[src/rtl/quadra_sink.sv]
// Result sink for the 3-cycle quadra pipeline: issues samples against a credit budget
// so every in-flight result is guaranteed a FIFO slot, and buffers results in order.
module quadra_sink #(
   parameter int Y_W   = 32,
   parameter int DEPTH = 8
) (
   input  logic                       clk,
   input  logic                       rst,
   input  logic                       src_vld,
   output logic                       src_rdy,
   output logic                       x_dv,
   input  logic [Y_W-1:0]             y,
   input  logic                       y_dv,
   output logic [Y_W-1:0]             m_data,
   output logic                       m_vld,
   input  logic                       m_rdy,
   output logic [$clog2(DEPTH+1)-1:0] count,
   output logic [$clog2(DEPTH+1)-1:0] inflight,
   output logic                       ovf,
   output logic                       unexp
);

   localparam int AW = $clog2(DEPTH);
   localparam int CW = $clog2(DEPTH+1);

   localparam logic [CW-1:0] CNT_ZERO  = {CW{1'b0}};
   localparam logic [CW-1:0] CNT_ONE   = CW'(1);
   localparam logic [CW-1:0] CNT_FULL  = CW'(DEPTH);
   localparam logic [CW:0]   CRED_LIM  = (CW+1)'(DEPTH);
   localparam logic [AW-1:0] PTR_ZERO  = {AW{1'b0}};
   localparam logic [AW-1:0] PTR_ONE   = AW'(1);

   logic [Y_W-1:0] mem_q [DEPTH];
   logic [AW-1:0]  wr_ptr_q, wr_ptr_d;
   logic [AW-1:0]  rd_ptr_q, rd_ptr_d;
   logic [CW-1:0]  count_q, count_d;
   logic [CW-1:0]  inflight_q, inflight_d;
   logic           ovf_q, ovf_d;
   logic           unexp_q, unexp_d;

   logic           credit_s;
   logic           issue_s;
   logic           pop_s;
   logic           push_s;
   logic           stray_s;

   // Credit accounting counts both stored and in-flight results, so a result that was
   // issued through this block can never find the FIFO full.
   always_comb begin
      credit_s = ({1'b0, count_q} + {1'b0, inflight_q}) < CRED_LIM;
      src_rdy  = credit_s & ~rst;
      issue_s  = src_vld & src_rdy;
      x_dv     = issue_s;
      pop_s    = (count_q != CNT_ZERO) & m_rdy;
      push_s   = y_dv & ((count_q != CNT_FULL) | pop_s);
      stray_s  = y_dv & (inflight_q == CNT_ZERO);
   end

   always_comb begin
      count_d    = count_q;
      inflight_d = inflight_q;
      wr_ptr_d   = wr_ptr_q;
      rd_ptr_d   = rd_ptr_q;

      case ({push_s, pop_s})
         2'b10:   count_d = count_q + CNT_ONE;
         2'b01:   count_d = count_q - CNT_ONE;
         default: count_d = count_q;
      endcase

      // A result with nothing outstanding cannot retire an issue; it must not underflow.
      if (stray_s) begin
         inflight_d = issue_s ? (inflight_q + CNT_ONE) : inflight_q;
      end else begin
         case ({issue_s, y_dv})
            2'b10:   inflight_d = inflight_q + CNT_ONE;
            2'b01:   inflight_d = inflight_q - CNT_ONE;
            default: inflight_d = inflight_q;
         endcase
      end

      if (push_s) begin
         wr_ptr_d = wr_ptr_q + PTR_ONE;
      end else begin
         wr_ptr_d = wr_ptr_q;
      end

      if (pop_s) begin
         rd_ptr_d = rd_ptr_q + PTR_ONE;
      end else begin
         rd_ptr_d = rd_ptr_q;
      end

      ovf_d   = ovf_q | (y_dv & ~push_s);
      unexp_d = unexp_q | stray_s;
   end

   always_ff @(posedge clk) begin
      if (rst) begin
         wr_ptr_q   <= PTR_ZERO;
         rd_ptr_q   <= PTR_ZERO;
         count_q    <= CNT_ZERO;
         inflight_q <= CNT_ZERO;
         ovf_q      <= 1'b0;
         unexp_q    <= 1'b0;
      end else begin
         wr_ptr_q   <= wr_ptr_d;
         rd_ptr_q   <= rd_ptr_d;
         count_q    <= count_d;
         inflight_q <= inflight_d;
         ovf_q      <= ovf_d;
         unexp_q    <= unexp_d;
      end
   end

   // Storage needs no reset: an entry is only visible once count covers it.
   always_ff @(posedge clk) begin
      if (push_s && !rst) begin
         mem_q[wr_ptr_q] <= y;
      end
   end

   assign m_data   = mem_q[rd_ptr_q];
   assign m_vld    = (count_q != CNT_ZERO);
   assign count    = count_q;
   assign inflight = inflight_q;
   assign ovf      = ovf_q;
   assign unexp    = unexp_q;

endmodule

[config.mk]
export PLATFORM = sky130hd
export DESIGN_NAME = quadra_sink
export DESIGN_NICKNAME = d
export VERILOG_FILES = /design/src/rtl/quadra_sink.sv
export SDC_FILE = /design/constraint.sdc
export NUM_CORES = 1
export LEC_CHECK = 0
export BUFFER_PORTS_ARGS = -buffer_cell sky130_fd_sc_hd__buf_2
export CAP_MARGIN = 40
export CORE_MARGIN = 3
export CORE_UTILIZATION = 55
export CTS_CLUSTER_SIZE = 30
export DETAILED_ROUTE_END_ITERATION = 8
export GPL_TIMING_DRIVEN = 0
export PLACE_DENSITY_LB_ADDON = 0.08
export REMOVE_ABC_BUFFERS = 1
export SLEW_MARGIN = 10
export SYNTH_ARGS = -nofsm -noshare
export SYNTH_HDL_FRONTEND = slang
export SYNTH_SLANG_ARGS = --single-unit
[constraint.sdc]
create_clock -name clk -period 13.3 [get_ports clk]
set_clock_uncertainty 0.1 [all_clocks]
set_input_delay 2.66 -clock clk [delete_from_list [all_inputs] [get_ports clk]]
set_output_delay 2.66 -clock clk [all_outputs]
set_load 0.01 [all_outputs]
==> out/qor.txt, run 1 <==
Starting Density: 56.76%
R2R cell count: 9
CTS resizes: 0
Nets@finish: 663
Distinct cells, synth: 44
Die height: 146.1 µm
I/O pin total: 82
Number of antenna violations at the first check in global routing: 2
Die width: 146.1 µm
Die area: 21350 µm²
Layout area overhead: 17.27%
CP max FO: 27
Core area: 19020 µm²
Fin. Hold Viols: 0
Synth async-reset ratio: 0%
H-tree Lvls: 1
Clk_lat worst skew: 0.53 ns
Outcome: complete, no violations
Hold Path Cell Cnt: 2
Maximum buffer depth of the clock tree: 3
GR Util All Layers: 19.29%
Clk slew on worst S/H paths: 0.06 ns
Routed wire length: 19.99 mm
CTS Sinks: 275
Number of I/O port buffers: 81
Synth Register Bits: 275
Syn Std Cell Area: 10800 µm²
Top FF cell, synth: edfxtp_1
Setup CP Type: in2out
Multiplexer area fraction after synthesis: 17.79%
Vias in the first global route: 5469
TritonCTS clock tree: yes
Root Buffer: clkbuf_16
HP Class: reg2reg
HPWL Detailed: 12.50 mm
Row cnt: 50
DRC: 0
Fin crit period: 6.411 ns
Post-Syn Instances: 500
Setup TNS: 0 ns
First-pass GRT wire length: 31.53 mm
Postcts setup bufs: 0
Max Clk Rate: 156.0 MHz
Synth Area in Compound Gates: 1.240%
Via count: 5101
Critical path required time: 10.54 ns
Main combinational cell family by area after synthesis: multiplexers
Total global routing overflow: 0
Arrival time worst endpoint: 3.65 ns
Number of synthesized flops with an enable pin: 256
Via/cell ratio: 5.680
Final GP Congestion: 0.7500
Final period utilization: 48.20%
Largest net degree at the start of global routing: 41
Slew headroom: 37.59%
Commonest non-fill, non-tap cell in the layout: edfxtp_1
Share of cells above drive strength 1: 39.09%
Most frequent cells in the layout: edfxtp_1 (256), buf_2 (85), mux4_2 (52)
CTS buffer count: 28
Fin util: 66.57%
Antenna Nets Post-Route: 0
VDD IR max: 0.1218 mV
Final Max Slew Viols: 0
XOR/XNOR Fraction of Synth Area: 0.5679%
CP Launch Type: primary input
Worst Tran Pin Value: 0.9311 ns
Syn. warnings: 0
CTS Hold Bufs: 0
MaxCap Viol Count: 0
CP Capture Type: primary output
Syn Area/Cell: 21.59 µm²
RSZ-0062 raised after global routing: no
Initial DRC Count: 352
Per-cell routed wire length: 22.26 µm
Adder-cell share of the synthesized area: 1.344%
First-pass iteration count of the detailed router: 4
LEAKAGE: 4.241 nW
Post-synthesis simple-gate area fraction: 2.561%
Power Density: 175.7 nW/µm²
Register area share after synthesis: 74.73%
Final setup fails: 0
[Yosys cell counts, drive strengths merged (3+ instances only)]
library cell | instances | area, µm²
a21oi | 6 | 30.03
buf | 17 | 133.9
clkbuf | 7 | 26.28
dfxtp | 19 | 380.4
edfxtp | 256 | 7687
ha | 10 | 125.1
inv | 8 | 30.03
mux2 | 35 | 394.1
mux2i | 4 | 40.04
mux4 | 64 | 1486
nand2 | 6 | 22.52
nand2b | 3 | 18.77
nand3 | 3 | 15.01
nor2 | 25 | 93.84
nor3 | 3 | 15.01
nor4 | 3 | 33.78
o211ai | 3 | 27.52
xor2 | 5 | 43.79
[power breakdown]
| group | internal, W | switching (W) | leakage (nW) | total (W) |
|---|---|---|---|---|
| logic | 0.000240 | 0.000198 | 1.34 | 0.000438 |
| clock network | 0.000461 | 0.000298 | 0.428 | 0.000759 |
| registers | 0.000976 | 0.0000512 | 2.47 | 0.00103 |
| total | 0.00168 | 0.000547 | 4.24 | 0.00222 |
[flip-flops by register name, summed over array words and instances, names as in the netlist, named ones only]
| register | cells |
|---|---|
| unexp | 1 |
| mem_q | 256 |
| inflight | 4 |
| rd_ptr_q | 3 |
| ovf | 1 |
| count | 4 |
| wr_ptr_q | 3 |
[layout make-up]
| cell class | instances | area [µm²] |
|---|---|---|
| fillers | 1270 | 6359 |
| multi-input cells | 193 | 2590 |
| clock buffers | 45 | 785.8 |
| diodes | 1 | 2.502 |
| inverters | 8 | 30.03 |
| repair buffers | 109 | 738.2 |
| clock inverters | 7 | 111.4 |
| flip-flops and latches | 275 | 8077 |
| well taps | 260 | 325.3 |
[per-stage QoR]
| stage | hold WS (ns) | cell area [µm²] | std cells | total power, W | worst slack [ns] |
|---|---|---|---|---|---|
| finish | 0.3725 | 12660 | 898 | 0.002224 | 6.889 |
| floorplan | 0.3467 | 10640 | 476 | 0.001354 | 6.404 |
| global route | 0.3935 | 12660 | 897 | 0.002328 | 6.801 |
| CTS | 0.3734 | 12660 | 897 | 0.002256 | 6.878 |
| detailed placement | 0.3592 | 11760 | 845 | 0.001490 | 6.879 |
| global placement | 0.3456 | 11370 | 817 | 0.001487 | 2.961 |
[worst paths after layout]
kind | from | end | slack [ns]
max | rst | x_dv | 6.89
min | unexp | unexp | 0.37
max reg2reg | count[0] | count[3] | 10.37
min reg2reg | unexp | unexp | 0.37
[per-layer routing]
metal,GRT usage [%],wire length (µm),up-vias
met3,4.438,1005,32
met2,33.78,10630,116
met1,24.96,7974,2648
li1,-,-,2301
met5,0,21,-
met4,4.516,365,4
[critical path, stage by stage]
cell and delay [ns]:
buf_2 0.27, nor4_4 0.25, o211ai_2 0.20, inv_2 0.12
buf_2 0.14
[cell families (layout without fill, tap and decap cells)]
kind of cell | count (synthesis) | count (layout)
flip-flops | 275 | 275
XOR/XNOR | 7 | 7
adder cells (fa/ha/maj) | 11 | 11
buffers and inverters | 32 | 169
AND/OR/NAND/NOR | 53 | 53
other | 0 | 1
AO/OA/AOI/OAI | 19 | 19
multiplexers | 103 | 103
Note: power is estimated with default switching activity, not from simulation.
==> run 2, diff against run 1 <==
--- a/config.mk
+++ b/config.mk
@@ -5,6 +5,7 @@
 export SDC_FILE = /design/constraint.sdc
 export NUM_CORES = 1
 export LEC_CHECK = 0
+export ABC_AREA = 1
 export BUFFER_PORTS_ARGS = -buffer_cell sky130_fd_sc_hd__buf_2
 export CAP_MARGIN = 40
 export CORE_MARGIN = 3
==> constraint.sdc (replaced) <==
create_clock -name clk -period 5.97 [get_ports clk]
set_clock_uncertainty 0.1 [all_clocks]
set_input_delay 1.194 -clock clk [delete_from_list [all_inputs] [get_ports clk]]
set_output_delay 1.194 -clock clk [all_outputs]
set_load 0.01 [all_outputs]
==> run 2 against run 1 <==
Core utilization is 1.1 points lower. Clock power is 120% higher. Critical path type is now reg2out. Worst setup slack worse by 5.0 ns. Critical path depth is 3 higher.
==> out/qor.txt, run 2 <==
Outcome: complete, no violations
Clk slew on worst S/H paths: 0.06 ns
Syn Std Cell Area: 11070 µm²
Hold Path Cell Cnt: 1
Largest net degree at the start of global routing: 95
Synth top area share: 69.44%
Logic pwr share: 24.7%
Count leader, synth: edfxtp_1
Post-Syn Instances: 884
GR Util All Layers: 21.22%
Share of cells above drive strength 1: 16.51%
Syn Area/Cell: 12.52 µm²
Via/cell ratio: 5.658
Clk_lat worst skew: 0.51 ns
H-tree Lvls: 1
Worst reg-to-reg setup slack: 3.30 ns
Commonest non-fill, non-tap cell in the layout: edfxtp_1
Fin crit period: 4.100 ns
Critical path required time: 4.68 ns
Largest stage delay, worst path: 0.52 ns
Layout area overhead: 15.82%
Number of I/O port buffers: 81
Number of flip-flops in the largest register: 256
Setup TNS: 0 ns
TritonCTS clock tree: yes
Starting Density: 56.51%
Row cnt: 51
Postcts setup bufs: 0
CTS resizes: 0
Antenna Cells: 0
Sw frac: 30.35%
CTS Sinks: 275
Via count: 7084
Routed wire length: 23.34 mm
Core area: 19590 µm²
Synth top cells by count: edfxtp_1 (256), nor2_1 (209), nand2_1 (127), o21ai_0 (74), o32ai_1 (64)
Crit path depth: 8
CP top delay family: buffers and inverters
Most frequent cells in the layout: edfxtp_1 (256), nor2_1 (205), nand2_1 (127)
Setup CP Type: reg2out
Antenna Nets Post-Route: 0
Fin util: 65.45%
Syn. warnings: 0
Total global routing overflow: 0
CTS Hold Bufs: 0
Most flop-heavy register: mem_q
Number of synthesized flops with an enable pin: 256
Largest area contributor in the netlist: edfxtp_1
MaxCap Viol Count: 0
R2R cell count: 8
HP Class: reg2reg
Worst Tran Pin Value: 0.8490 ns
Synth async-reset ratio: 0%
First-pass GRT wire length: 36.76 mm
Die area: 21870 µm²
LEAKAGE: 4.613 nW
Final Non-Filler Cells: 1252
Maximum buffer depth of the clock tree: 3
Number of antenna violations at the first check in global routing: 2
WP buf/inv: 4
CP Launch Type: flop
Slowest CP cell: dfxtp_4
Root Buffer: clkbuf_16
I/O pin total: 82
Per-cell routed wire length: 18.64 µm
RSZ-0062 raised after global routing: no
Register area share after synthesis: 72.88%
Final Max Slew Viols: 0
Top FF cell, synth: edfxtp_1
First-pass iteration count of the detailed router: 5
Sequential Power Share: 43.9%
# placed instances: 1203
Distinct cells, synth: 29
Initial DRC Count: 597
VDD IR max: 0.2725 mV
Max Clk Rate: 243.9 MHz
Top cells by area, synth: edfxtp_1 (69%), nor2_1 (7.1%), o32ai_1 (5.1%), nand2_1 (4.3%), dfxtp_1 (3.4%)
Fin. Hold Viols: 0
HPWL Detailed: 13.58 mm
Nets@finish: 1015
Crit-path cells: buf_16, inv_6, buf_16, nor2_1, o32ai_1, nand2_1, nand2_1, buf_2
Final period utilization: 68.68%
Slew headroom: 43.27%
Clk pwr share: 31.4%
Die height: 147.9 µm
Vias in the first global route: 7182
CP max FO: 94
Pint: 0.003693 W
Synth Register Bits: 275
Final GP Congestion: 0.8289
Final setup fails: 0
Arrival time worst endpoint: 2.81 ns
Power Density: 413.5 nW/µm²
Fillcell total: 1469
DRC: 0
CP Capture Type: primary output
CTS buffer count: 27
Die width: 147.9 µm
Switch Pwr: 0.001609 W
## run 2: cell count changes in the layout (fill, tap and decap cells not counted), moves of 6 or more
cell	delta
mux4_2	-52
mux2_2	-34
o21ai_0	+74
inv_1	+19
mux4_1	-12
nand3_1	+7
buf_4	-6
nor2_1	+184
a21oi_1	+9
o32ai_1	+64
clkbuf_1	-10
nand2_1	+121
## run 2: layout make-up
cell class              instances  area [µm²]  area share [%]
clock buffers                  33       698.2           5.445
clock inverters                16       183.9           1.434
inverters                      29       113.9          0.8880
multi-input cells             529        2646           20.64
flip-flops and latches        275        8077           62.99
well taps                     265       331.6           2.586
repair buffers                105       772.0           6.021
## run 2: metrics by stage
step	setup WS [ns]	instance area (µm²)	hold WS [ns]	power (W)
6_report	1.870	12820	0.3520	0.005302
5_1_grt	1.660	12820	0.3672	0.005588
4_1_cts	1.879	12820	0.3560	0.005333
3_5_place_dp	2.436	11940	0.3448	0.003671
3_3_place_gp	-2.451	11510	0.3260	0.003600
2_1_floorplan	0.6227	10770	0.3115	0.003175
## run 2: kinds of logic (layout without fill, tap and decap cells)
family	count (synthesis)	count (layout)	share of synthesized area (%)
simple gates	359	359	12.61
xor+xnor	4	4	0.3165
compound gates	155	155	9.211
fa+ha+maj	11	11	1.311
buf+inv	80	183	3.673
flops	275	275	72.88
## run 2: metal layers
metal / routed length, µm / vias to the layer above / part of all wire (%) / track usage (%)
li1: - / 3346 / - / -
met1: 9689 / 3496 / 42 / 27.92
met2: 11780 / 205 / 50 / 36.41
met3: 1530 / 33 / 6.6 / 4.077
met4: 316 / 4 / 1.4 / 6.189
met5: 22 / - / 0.094 / 0
## run 2: power by group through the flow
stage,clock (W),combinational [W],sequential [W]
final,0.00167,0.00131,0.00233
after global routing,0.00177,0.00148,0.00235
after CTS,0.00169,0.00131,0.00233
after detailed placement,0,0.00130,0.00237
after global placement,0,0.00115,0.00245
after floorplan,0,0.000795,0.00238
## run 2: path summary, 6_finish.rpt
check | from | to
setup / recovery | flop | m_data[22]
hold / removal | rd_ptr_q[2] | flop
setup reg to reg | count[1] | mem_q[6][25]
hold reg to reg | rd_ptr_q[2] | flop
## run 2: worst reg2reg max path: stages (launching register included)
cell	delay (ns)
dfxtp_1	0.43
nor2_1	0.08
nand3_1	0.11
nand2_1	0.17
nor2_1	0.19
inv_1	0.14
nor3_2	0.62
buf_4	0.34
buf_6	0.19
==> run 3, diff against run 2 <==
==> constraint.sdc (replaced) <==
create_clock -name clk -period 3.8 [get_ports clk]
set_clock_uncertainty 0.1 [all_clocks]
set_input_delay 0.76 -clock clk [delete_from_list [all_inputs] [get_ports clk]]
set_output_delay 0.76 -clock clk [all_outputs]
set_load 0.01 [all_outputs]
==> run 3 against run 2 <==
Via count up 0.80%. Register-to-register slack worse by 2.2 ns. Core utilization up 0.13 points. Routed wire length up 2.1%. Sequential share of layout area down 0.12 points. Sequential power up 57%. Critical path type unchanged. Largest power group unchanged. Highest routed layer unchanged.
==> out/qor.txt, run 3 (synthesis gave the netlist of run 2 again) <==
Outcome: complete, no violations
Die width: 147.9 µm
Logic pwr share: 25.1%
CP max FO: 73
Clk pwr share: 31.2%
Final setup fails: 0
CTS Sinks: 275
Pint: 0.005816 W
CTS resizes: 0
GR Util All Layers: 21.22%
Final Non-Filler Cells: 1253
VDD IR max: 0.4274 mV
Sw frac: 30.53%
CP Launch Type: flop
Critical path required time: 2.94 ns
Routed wire length: 23.84 mm
CTS buffer count: 27
RSZ-0062 raised after global routing: no
First-pass iteration count of the detailed router: 7
LEAKAGE: 4.627 nW
H-tree Lvls: 1
Max Clk Rate: 276.6 MHz
Number of antenna violations at the first check in global routing: 2
Clk_lat worst skew: 0.51 ns
Initial DRC Count: 581
Via count: 7141
I/O pin total: 82
Sequential Power Share: 43.7%
Via/cell ratio: 5.699
MaxCap Viol Count: 0
Antenna Cells: 0
Switch Pwr: 0.002556 W
DRC: 0
Worst reg-to-reg setup slack: 1.12 ns
Clk slew on worst S/H paths: 0.06 ns
Root Buffer: clkbuf_16
Per-cell routed wire length: 19.03 µm
Core area: 19590 µm²
Most flop-heavy register: mem_q
Total global routing overflow: 0
Vias in the first global route: 7182
Maximum buffer depth of the clock tree: 3
Slew headroom: 42.73%
Largest net degree at the start of global routing: 95
HPWL Detailed: 13.58 mm
Die height: 147.9 µm
Starting Density: 56.51%
Worst Tran Pin Value: 0.8571 ns
HP Class: reg2reg
Setup CP Type: reg2out
Layout area overhead: 16.05%
Fillcell total: 1467
Fin util: 65.58%
Row cnt: 51
TritonCTS clock tree: yes
Postcts setup bufs: 0
Die area: 21870 µm²
Number of I/O port buffers: 81
Setup slack after placement: 0.7002 ns
Fin crit period: 3.616 ns
Share of cells above drive strength 1: 16.60%
Final Max Slew Viols: 0
First-pass GRT wire length: 36.76 mm
Final setup margin: 0.1844 ns
Nets@finish: 1016
Final period utilization: 95.15%
# placed instances: 1203
Fin. Hold Viols: 0
Commonest non-fill, non-tap cell in the layout: edfxtp_1
CTS Hold Bufs: 0
Power Density: 651.7 nW/µm²
Antenna Nets Post-Route: 0
Final GP Congestion: 0.8289
CP Capture Type: primary output
Arrival time worst endpoint: 2.76 ns
Number of flip-flops in the largest register: 256
Most frequent cells in the layout: edfxtp_1 (256), nor2_1 (205), nand2_1 (127)
run 3: cell types whose count changed in the layout (fill, tap and decap cells not counted), sizes merged:
cell | previous run | this run
clkbuf | 33 | 34
run 3: final cells by class:
class	count	area, µm²	area share (%)
clock inverter	16	183.9	1.432
clock buffer	33	698.2	5.434
tap	265	331.6	2.581
sequential	275	8077	62.87
multi-input combinational	529	2646	20.60
inverter	29	113.9	0.8862
timing repair buffer	106	797.0	6.204
run 3: stage by stage:
stage / hold WS, ns / instance area, µm² / power, W / setup TNS [ns]
after CTS: 0.3560 / 12820 / 0.008379 / 0
after detailed placement: 0.3448 / 11940 / 0.005767 / 0
after floorplan: 0.3115 / 10770 / 0.004989 / -58.26
final: 0.3518 / 12850 / 0.008372 / 0
after global routing: 0.3672 / 12850 / 0.008819 / 0
after global placement: 0.3260 / 11510 / 0.005656 / -597.59
run 3: critical path, cell delays in order (launching register included):
cell and delay [ns]:
dfxtp_4 0.75, buf_16 0.35, inv_6 0.19, clkbuf_16 0.30, nor2_1 0.15, o32ai_1 0.11
nand2_1 0.10, nand2_1 0.08, buf_2 0.15
run 3: path summary, 6_finish.rpt:
kind	startpoint	end	cells past startpoint
worst min register to register	rd_ptr_q[2]	flop	1
worst max-delay path	flop	m_data[25]	8
worst min-delay path	rd_ptr_q[2]	flop	1
worst max register to register	count[1]	mem_q[6][25]	8
run 3: metal layers:
metal  share of wire (%)  up-vias  GRT usage (%)
li1                    -     3351              -
met1                  41     3509          27.92
met2                  50      239          36.41
met3                 7.2       38          4.077
met4                 1.6        4          6.189
met5               0.092        -              0
run 3: power by group through the flow:
stage          sequential (W)  clock, W  combinational [W]
6_report              0.00366   0.00262            0.00210
5_1_grt               0.00369   0.00277            0.00236
4_1_cts               0.00366   0.00266            0.00206
3_5_place_dp          0.00372         0            0.00205
3_3_place_gp          0.00385         0            0.00180
2_1_floorplan         0.00374         0            0.00125
